`src/rtl/dda_pkg.sv`:
```
// Shared definitions for the DDA move engine.
//   - state_e     : engine sequencing states
//   - rollback()  : accumulator rollback constant 2^(width-1) - 101
//   - entry_width : bit width of one buffered segment
// Segment entry layout, MSB to LSB: {incinc, increment, duration, dir},
// where each per-axis field packs axis 0 in its LSBs.
package dda_pkg;

  localparam int unsigned MAX_WIDTH = 256;

  typedef enum logic [1:0] {
    ST_IDLE = 2'd0,
    ST_LOAD = 2'd1,
    ST_RUN  = 2'd2
  } state_e;

  // Caller truncates the result to its own accumulator width.
  function automatic logic [MAX_WIDTH-1:0] rollback(input int unsigned width);
    return (MAX_WIDTH'(1) << (width - 1)) - MAX_WIDTH'(101);
  endfunction

  function automatic int unsigned entry_width(input int unsigned num_axes,
                                              input int unsigned width);
    return num_axes + width + 2 * num_axes * width;
  endfunction

endpackage

```
`src/rtl/dda_move_if.sv`:
```
// Segment write channel from the command decoder into the move engine.
//   move_valid/move_ready : write handshake (write when both high)
//   move_dir              : per-axis direction, 1 = positive
//   move_duration         : DDA ticks in the segment
//   move_increment/incinc : signed per-axis increment and increment-increment
interface dda_move_if #(
  parameter int unsigned NUM_AXES = 1,
  parameter int unsigned WIDTH    = 64
);
  logic                      move_valid;
  logic                      move_ready;
  logic [NUM_AXES-1:0]       move_dir;
  logic [WIDTH-1:0]          move_duration;
  logic [NUM_AXES*WIDTH-1:0] move_increment;
  logic [NUM_AXES*WIDTH-1:0] move_incinc;

  modport master (
    output move_valid, move_dir, move_duration, move_increment, move_incinc,
    input  move_ready
  );

  modport slave (
    input  move_valid, move_dir, move_duration, move_increment, move_incinc,
    output move_ready
  );
endinterface

```
`src/rtl/move_fifo.sv`:
```
// Circular segment buffer with BUFFER_BITS+1 bit pointers.
//   clk, rst_n      : clock, async active-low reset
//   flush_i         : clear pointers; wins over a simultaneous write
//   wr_en_i/wr_data_i : write request (ignored while full)
//   rd_en_i         : pop head (ignored while empty)
//   rd_data_o       : current head entry
//   full_o/empty_o  : registered flags
//   empty_next_c_o  : empty flag as it will be next cycle
module move_fifo
  import dda_pkg::*;
#(
  parameter int unsigned BUFFER_BITS = 2,
  parameter int unsigned ENTRY_W     = 8
) (
  input  logic               clk,
  input  logic               rst_n,
  input  logic               flush_i,
  input  logic               wr_en_i,
  input  logic [ENTRY_W-1:0] wr_data_i,
  input  logic               rd_en_i,
  output logic [ENTRY_W-1:0] rd_data_o,
  output logic               full_o,
  output logic               empty_o,
  output logic               empty_next_c_o
);
  localparam int unsigned DEPTH = 1 << BUFFER_BITS;
  localparam int unsigned PTR_W = BUFFER_BITS + 1;

  logic [PTR_W-1:0]   wr_ptr_q, wr_ptr_d, rd_ptr_q, rd_ptr_d;
  logic [ENTRY_W-1:0] mem_q [DEPTH];
  logic               full_q, full_d, empty_q, empty_d;
  logic               wr_fire;

  assign wr_fire = wr_en_i && !full_q && !flush_i;

  // Pointer advance; a push and a pop in one cycle both take effect.
  always_comb begin
    wr_ptr_d = wr_ptr_q;
    rd_ptr_d = rd_ptr_q;
    if (flush_i) begin
      wr_ptr_d = '0;
      rd_ptr_d = '0;
    end else begin
      if (wr_fire)             wr_ptr_d = wr_ptr_q + PTR_W'(1);
      if (rd_en_i && !empty_q) rd_ptr_d = rd_ptr_q + PTR_W'(1);
    end
    empty_d = (rd_ptr_d == wr_ptr_d);
    full_d  = (rd_ptr_d[BUFFER_BITS] != wr_ptr_d[BUFFER_BITS]) &&
              (rd_ptr_d[BUFFER_BITS-1:0] == wr_ptr_d[BUFFER_BITS-1:0]);
  end

  always_ff @(posedge clk or negedge rst_n) begin
    if (!rst_n) begin
      wr_ptr_q <= '0;
      rd_ptr_q <= '0;
      full_q   <= 1'b0;
      empty_q  <= 1'b1;
    end else begin
      wr_ptr_q <= wr_ptr_d;
      rd_ptr_q <= rd_ptr_d;
      full_q   <= full_d;
      empty_q  <= empty_d;
    end
  end

  // Storage carries no reset; validity is tracked by the pointers.
  always_ff @(posedge clk) begin
    if (wr_fire) mem_q[wr_ptr_q[BUFFER_BITS-1:0]] <= wr_data_i;
  end

  assign rd_data_o      = mem_q[rd_ptr_q[BUFFER_BITS-1:0]];
  assign full_o         = full_q;
  assign empty_o        = empty_q;
  assign empty_next_c_o = empty_d;
endmodule

```
`src/rtl/dda_move_engine.sv`:
```
// Multi-axis coordinated-move engine: buffers segments and executes them
// back-to-back with a clock-divided second-order DDA.
//   CLK, resetn   : clock, async active-low reset
//   move_if       : segment write channel (slave side)
//   clock_divisor : tick period is divisor+1 cycles, 0 behaves as 1
//   abort         : synchronous flush of buffer, accumulators and state
//   step, dir     : per-axis one-cycle step pulse and segment direction
//   position      : signed per-axis step count, axis 0 in the LSBs
//   busy, buffer_empty, underflow : status (underflow is sticky)
module dda_move_engine
  import dda_pkg::*;
#(
  parameter int unsigned NUM_AXES    = 1,
  parameter int unsigned BUFFER_BITS = 2,
  parameter int unsigned WIDTH       = 64,
  parameter int unsigned DIV_WIDTH   = 8
) (
  input  logic                      CLK,
  input  logic                      resetn,
  dda_move_if.slave                 move_if,
  input  logic [DIV_WIDTH-1:0]      clock_divisor,
  input  logic                      abort,
  output logic [NUM_AXES-1:0]       step,
  output logic [NUM_AXES-1:0]       dir,
  output logic [NUM_AXES*WIDTH-1:0] position,
  output logic                      busy,
  output logic                      buffer_empty,
  output logic                      underflow
);
  localparam int unsigned    ENTRY_W  = entry_width(NUM_AXES, WIDTH);
  localparam logic [WIDTH-1:0] ROLLBACK = WIDTH'(rollback(WIDTH));

  typedef struct packed {
    logic [NUM_AXES*WIDTH-1:0] incinc;
    logic [NUM_AXES*WIDTH-1:0] increment;
    logic [WIDTH-1:0]          duration;
    logic [NUM_AXES-1:0]       dir;
  } entry_t;

  state_e               state_q, state_d;
  logic [NUM_AXES-1:0]  dir_q, dir_d;
  logic [WIDTH-1:0]     tickdown_q, tickdown_d;
  logic [DIV_WIDTH-1:0] clkaccum_q, clkaccum_d, eff_div;
  logic                 underflow_q, underflow_d;
  logic                 tick, load;
  logic [NUM_AXES-1:0]  inc_nz;
  entry_t               wr_entry, head;
  logic [ENTRY_W-1:0]   rd_data;
  logic                 fifo_full, fifo_empty, fifo_empty_next;

  assign wr_entry.incinc    = move_if.move_incinc;
  assign wr_entry.increment = move_if.move_increment;
  assign wr_entry.duration  = move_if.move_duration;
  assign wr_entry.dir       = move_if.move_dir;
  assign head               = entry_t'(rd_data);

  move_fifo #(
    .BUFFER_BITS (BUFFER_BITS),
    .ENTRY_W     (ENTRY_W)
  ) u_fifo (
    .clk            (CLK),
    .rst_n          (resetn),
    .flush_i        (abort),
    .wr_en_i        (move_if.move_valid),
    .wr_data_i      (ENTRY_W'(wr_entry)),
    .rd_en_i        (load),
    .rd_data_o      (rd_data),
    .full_o         (fifo_full),
    .empty_o        (fifo_empty),
    .empty_next_c_o (fifo_empty_next)
  );

  assign eff_div = (clock_divisor == '0) ? DIV_WIDTH'(1) : clock_divisor;
  assign tick    = (state_q == ST_RUN) && (clkaccum_q == '0);
  assign load    = (state_q == ST_LOAD);

  // Sequencing: "more buffered" looks at next-cycle occupancy so the
  // following LOAD lands directly after the last tick.
  always_comb begin
    state_d     = state_q;
    dir_d       = dir_q;
    tickdown_d  = tickdown_q;
    clkaccum_d  = clkaccum_q;
    underflow_d = underflow_q;
    case (state_q)
      ST_IDLE: if (!fifo_empty_next) state_d = ST_LOAD;
      ST_LOAD: begin
        dir_d      = head.dir;
        tickdown_d = head.duration;
        clkaccum_d = eff_div;
        if (head.duration == '0) begin
          state_d = fifo_empty_next ? ST_IDLE : ST_LOAD;
          if (fifo_empty_next && (|inc_nz)) underflow_d = 1'b1;
        end else begin
          state_d = ST_RUN;
        end
      end
      ST_RUN: begin
        if (tick) begin
          clkaccum_d = eff_div;
          tickdown_d = tickdown_q - WIDTH'(1);
          if (tickdown_q == WIDTH'(1)) begin
            state_d = fifo_empty_next ? ST_IDLE : ST_LOAD;
            if (fifo_empty_next && (|inc_nz)) underflow_d = 1'b1;
          end
        end else begin
          clkaccum_d = clkaccum_q - DIV_WIDTH'(1);
        end
      end
      default: state_d = ST_IDLE;
    endcase
    if (abort) begin
      state_d     = ST_IDLE;
      tickdown_d  = '0;
      clkaccum_d  = '0;
      underflow_d = 1'b0;
    end
  end

  always_ff @(posedge CLK or negedge resetn) begin
    if (!resetn) begin
      state_q     <= ST_IDLE;
      dir_q       <= '0;
      tickdown_q  <= '0;
      clkaccum_q  <= '0;
      underflow_q <= 1'b0;
    end else begin
      state_q     <= state_d;
      dir_q       <= dir_d;
      tickdown_q  <= tickdown_d;
      clkaccum_q  <= clkaccum_d;
      underflow_q <= underflow_d;
    end
  end

  // Per-axis DDA: accumulate on ticks, roll back one step on other cycles.
  for (genvar i = 0; i < NUM_AXES; i++) begin : g_axis
    logic [WIDTH-1:0] acc_q, acc_d, inc_q, inc_d, incinc_q, incinc_d;
    logic [WIDTH-1:0] pos_q, pos_d;
    logic             step_q, step_d;

    always_comb begin
      acc_d    = acc_q;
      inc_d    = inc_q;
      incinc_d = incinc_q;
      pos_d    = pos_q;
      step_d   = 1'b0;
      if (load) begin
        inc_d    = head.increment[i*WIDTH +: WIDTH];
        incinc_d = head.incinc[i*WIDTH +: WIDTH];
      end
      if (tick) begin
        acc_d = acc_q + inc_q;
        inc_d = inc_q + incinc_q;
      end else if (!acc_q[WIDTH-1] && (acc_q != '0)) begin
        acc_d  = acc_q - ROLLBACK;
        step_d = 1'b1;
        pos_d  = dir_q[i] ? pos_q + WIDTH'(1) : pos_q - WIDTH'(1);
      end
      if (abort) begin
        acc_d  = '0;
        inc_d  = '0;
        step_d = 1'b0;
        pos_d  = pos_q;
      end
    end

    always_ff @(posedge CLK or negedge resetn) begin
      if (!resetn) begin
        acc_q    <= '0;
        inc_q    <= '0;
        incinc_q <= '0;
        pos_q    <= '0;
        step_q   <= 1'b0;
      end else begin
        acc_q    <= acc_d;
        inc_q    <= inc_d;
        incinc_q <= incinc_d;
        pos_q    <= pos_d;
        step_q   <= step_d;
      end
    end

    assign inc_nz[i]                  = |inc_d;
    assign step[i]                    = step_q;
    assign position[i*WIDTH +: WIDTH] = pos_q;
  end

  assign dir              = dir_q;
  assign busy             = (state_q != ST_IDLE);
  assign buffer_empty     = fifo_empty;
  assign underflow        = underflow_q;
  assign move_if.move_ready = !fifo_full;
endmodule

```
`src/flat_wrapper.sv`:
```
// flat-port wrapper written by rule: the top's interface ports become plain ports
module dda_move_engine_flat import dda_pkg::*;
#(
  parameter int unsigned NUM_AXES    = 1,
  parameter int unsigned BUFFER_BITS = 2,
  parameter int unsigned WIDTH       = 64,
  parameter int unsigned DIV_WIDTH   = 8
)
  (CLK, resetn, clock_divisor, abort, step, dir, position, busy, buffer_empty, underflow, move_if_move_valid, move_if_move_dir, move_if_move_duration, move_if_move_increment, move_if_move_incinc, move_if_move_ready);
  dda_move_if #(.NUM_AXES(NUM_AXES), .WIDTH(WIDTH)) move_if_i ();
  input  logic CLK;
  input  logic resetn;
  input  logic [DIV_WIDTH-1:0] clock_divisor;
  input  logic abort;
  output logic [NUM_AXES-1:0] step;
  output logic [NUM_AXES-1:0] dir;
  output logic [NUM_AXES*WIDTH-1:0] position;
  output logic busy;
  output logic buffer_empty;
  output logic underflow;
  input wire logic [$bits(move_if_i.move_valid)-1:0] move_if_move_valid;
  input wire logic [$bits(move_if_i.move_dir)-1:0] move_if_move_dir;
  input wire logic [$bits(move_if_i.move_duration)-1:0] move_if_move_duration;
  input wire logic [$bits(move_if_i.move_increment)-1:0] move_if_move_increment;
  input wire logic [$bits(move_if_i.move_incinc)-1:0] move_if_move_incinc;
  output wire logic [$bits(move_if_i.move_ready)-1:0] move_if_move_ready;
  assign move_if_i.move_valid = move_if_move_valid;
  assign move_if_i.move_dir = move_if_move_dir;
  assign move_if_i.move_duration = move_if_move_duration;
  assign move_if_i.move_increment = move_if_move_increment;
  assign move_if_i.move_incinc = move_if_move_incinc;
  assign move_if_move_ready = move_if_i.move_ready;
  dda_move_engine #(.NUM_AXES(NUM_AXES), .BUFFER_BITS(BUFFER_BITS), .WIDTH(WIDTH), .DIV_WIDTH(DIV_WIDTH)) u_core (.CLK(CLK), .resetn(resetn), .move_if(move_if_i), .clock_divisor(clock_divisor), .abort(abort), .step(step), .dir(dir), .position(position), .busy(busy), .buffer_empty(buffer_empty), .underflow(underflow));
endmodule
```
`config.mk`:
```
export PLATFORM = sky130hd
export DESIGN_NAME = dda_move_engine_flat
export DESIGN_NICKNAME = d
export VERILOG_FILES = /design/src/rtl/dda_pkg.sv /design/src/rtl/dda_move_if.sv /design/src/rtl/move_fifo.sv /design/src/rtl/dda_move_engine.sv /design/src/flat_wrapper.sv
export SDC_FILE = /design/constraint.sdc
export NUM_CORES = 2
export LEC_CHECK = 0
export BUFFER_PORTS_ARGS = -buffer_cell sky130_fd_sc_hd__buf_2
export CORE_MARGIN = 5
export CORE_UTILIZATION = 50
export CTS_CLUSTER_DIAMETER = 100
export DETAILED_ROUTE_END_ITERATION = 8
export PLACE_DENSITY = 0.7
export SETUP_SLACK_MARGIN = 0.5
export SLEW_MARGIN = 20
export SYNTH_ARGS = -nofsm -noshare
export SYNTH_HDL_FRONTEND = slang
export SYNTH_SLANG_ARGS = --single-unit
export TNS_END_PERCENT = 1
```
`constraint.sdc`:
```
create_clock -name CLK -period 12.67 [get_ports CLK]
set_input_delay 1.267 -clock CLK [delete_from_list [all_inputs] [get_ports CLK]]
set_output_delay 1.267 -clock CLK [all_outputs]
set_load 0.1 [all_outputs]
```
==> flow_summary.yaml <==
die:
  die_w_um: 343
  start_util_pct: 50.2
  io_pins: 275
  die_h_um: 343
  coreArea_um2: 110000
  rows: 122
  dieArea_um2: 118000
worst_setup_path:
  crit_required_ps: 13260
  crit_type: "reg -> reg"
  crit_fanout: 78
  cp_slowest_stage_delay_ps: 770
  cp-start-kind: "flip-flop"
  cp_data_arrival_time_ps: 6550
  crit_path_end_kind: "flip-flop"
  crit_chain: "inv_1 > ha_1 > nor3b_1 > nand2_1 > nor2_4 > buf_4 > buf_4 > and2_1 > ha_1 > a21o_1 > a21o_1 > a21oi_1 > o21ai_0 > a2111oi_0 > nand3_1 > nand3_1 > nand2_1 > a21oi_1 > a21oi_1 > mux2i_1 > a221o_1"
  slowest_stage: "buf_4"
  path_common_cell: "a21oi_1"
detailed_routing:
  routed_via_density: 6.13
  wl_per_cell_um: 23.6
  drtIter0Drc: 4076
  via_count: 39000
  first_pass_iters: 5
  drt_drc_violations_left: 0
  drt-total-wl_um: 150000
  postRouteAntennaNets: 0
clock_network:
  clock_sinks: 1113
  numCtsBuffers: 112
  tritoncts: "yes"
  ctsResizeCount: 0
  clk_latency_ps: 730
  cts_hold_buf: 0
  htreeDepth: 3
  cts_setup_buffers: 0
  clockBufferDepth: 3
  cts_root_buf: "clkbuf_16"
  clk_pin_slew_worst_paths_ps: 70
global_routing:
  grt_pass1_vias: 37700
  antenna_found_initial: 18
  overflow: 0
  track_usage_pct: 25.1
  grt_pass1_wl_um: 229000
  grt_max_degree: 108
job:
  max_cap_violations: 0
final_layout:
  final_common_cell: "edfxtp_1"
  final_cell_mix: "772 x edfxtp_1, 603 x nand2_1, 347 x a21oi_1"
  nFillCells: 9090
  final_area_um2: 61800
  nets: 5178
  layout-drive-gt1-share_pct: 15.2
  area_delta_synth_final_pct: 11.5
sta:
  maxSlewHeadroom_pct: 26.8
  rsz0062_at_grt: "no"
  hold_violations: 0
  finalCritPeriodShare_pct: 47.0
  slew_viol_final: 0
  timing.setup.tns_ps: 0
  worst_pin_slew_ps: 1090
  max_freq_ghz: 0.168
  finalSetupViolCount: 0
  period_minus_slack_ps: 5960
  fin_skew_ps: 41.4
min_path:
  hold_path.class: "reg -> reg"
synth:
  synth_seq_cells: 1113
  ys_types: 90
  synth-seq-area-share_pct: 57.2
  synth_edf_count: 772
  avgSynthCellArea_um2: 12.1
  synth_warnings: 0
  syn_inst: 4588
  synth_ff_type: "edfxtp_1"
  syn_nets: 4992
  syn_area_um2: 55400
  async_flop_share_pct: 30.6
placed_design:
  gp_congestion: 0.994
  numPortBuffers: 274
  post-dp-hpwl_um: 105000
  placed_cell_area_um2: 58100
pwr:
  power.density_nw_per_um2: 240
  p_leak_nw: 23.7
  ir_drop_mv: 0.158
status:
  outcome: "finished clean"
-- final cells by class --
cell class	count	area, um^2	area share, %
sequential	1113	31700	51.3
tap	1488	1860	3.01
antenna	11	27.5	0.0445
clock inverter	51	594	0.962
inverter	74	278	0.449
clock buffer	156	3080	4.98
timing repair buffer	326	1790	2.89
multi-input combinational	3147	22400	36.3
-- kinds of logic (layout without fill, tap and decap cells) --
family,count (synthesis),in the layout,share of synthesized area (%)
XOR/XNOR,155,155,2.45
buffers and inverters,328,607,2.36
other,0,11,0
multiplexers,228,228,8.49
flip-flops,1113,1113,57.2
AO/OA/AOI/OAI,1165,1165,13.0
AND/OR/NAND/NOR,1400,1400,11.9
adder cells (fa/ha/maj),199,199,4.53
-- flip-flops by register name (all words and copies together), names as in the netlist --
register                cells
u_core.dir                  1
u_core.u_fifo.full_o        1
u_core.u_fifo.mem_q       772
u_core.g_axis.inc_q        64
u_core.g_axis.incinc_q     64
u_core.state_q              2
u_core.u_fifo.empty_o       1
u_core.u_fifo.wr_ptr_q      3
u_core.g_axis.acc_q        64
u_core.position            64
u_core.underflow            1
u_core.step                 1
u_core.u_fifo.rd_ptr_q      3
u_core.tickdown_q          64
u_core.clkaccum_q           8
-- stage by stage --
| stage | power [mW] | utilization (%) | hold WS, ps | std cells | setup slack [ps] |
|---|---|---|---|---|---|
| 4_1_cts | 14.8 | 55.9 | 491 | 6354 | 6810 |
| 2_1_floorplan | 9.78 | - | 443 | 4588 | 5050 |
| 3_5_place_dp | 11.5 | 52.6 | 475 | 6147 | 6830 |
| 5_1_grt | 15.7 | 56.0 | 520 | 6358 | 6170 |
| 3_3_place_gp | 11.4 | 52.6 | 471 | 6147 | 6990 |
| 6_report | 14.8 | 56.0 | 487 | 6366 | 6710 |
-- power by group --
group	switching, mW	leakage [nW]	internal, mW
logic	4.38	10.4	2.20
registers	0.518	11.5	4.40
clock network	1.41	1.78	1.90
total	6.31	23.7	8.51
-- Yosys cell counts (all sizes together) (65+ instances only) --
cell    number  area [um^2]
and2        80          500
a21oi      347         1740
nand2      604         2270
buf         65          323
ha         196         2450
nand3       67          335
o21ai      345         1730
nor2       232          876
dfrtp      340         8510
mux4       193         4350
inv         74          278
nand4       72          450
xor2        67          587
nor4        75          469
a21o       112          841
clkbuf     189          709
nor3        72          360
xnor2       88          771
edfxtp     772        23200
-- per-layer routing --
metal,vias to the layer above,share of wire (%),track usage (%)
met3,265,7.8,4.80
met2,1568,46,39.8
met5,-,0.034,0
li1,17900,-,-
met4,8,3.2,7.78
met1,19300,43,35.6
-- critical path: cells and delay by family (launching register included) --
kind                       cells  cell delay (ps)
DFF                            1              410
muxes                          1              130
AOI/OAI and AO/OA              8             1750
adders and majority gates      2              480
buffers and inverters          3             1410
and+or+nand+nor                7             1610
-- worst paths after layout --
check                                               from                            end  slack (ps)  depth (start not counted)
max                                 u_core.clkaccum_q[0]     u_core.g_axis[0].acc_q[60]        6710                         21
min                        u_core.g_axis[0].incinc_q[62]  u_core.g_axis[0].incinc_q[62]         490                          2
max reg2reg                         u_core.clkaccum_q[0]     u_core.g_axis[0].acc_q[60]        6710                         21
min reg2reg                u_core.g_axis[0].incinc_q[62]  u_core.g_axis[0].incinc_q[62]         490                          2
max in group asynchronous                         resetn      u_core.u_fifo.rd_ptr_q[0]        9800                          3
min in group asynchronous                         resetn   u_core.g_axis[0].incinc_q[5]         530                          1
Note: power is estimated with default switching activity, not from simulation.
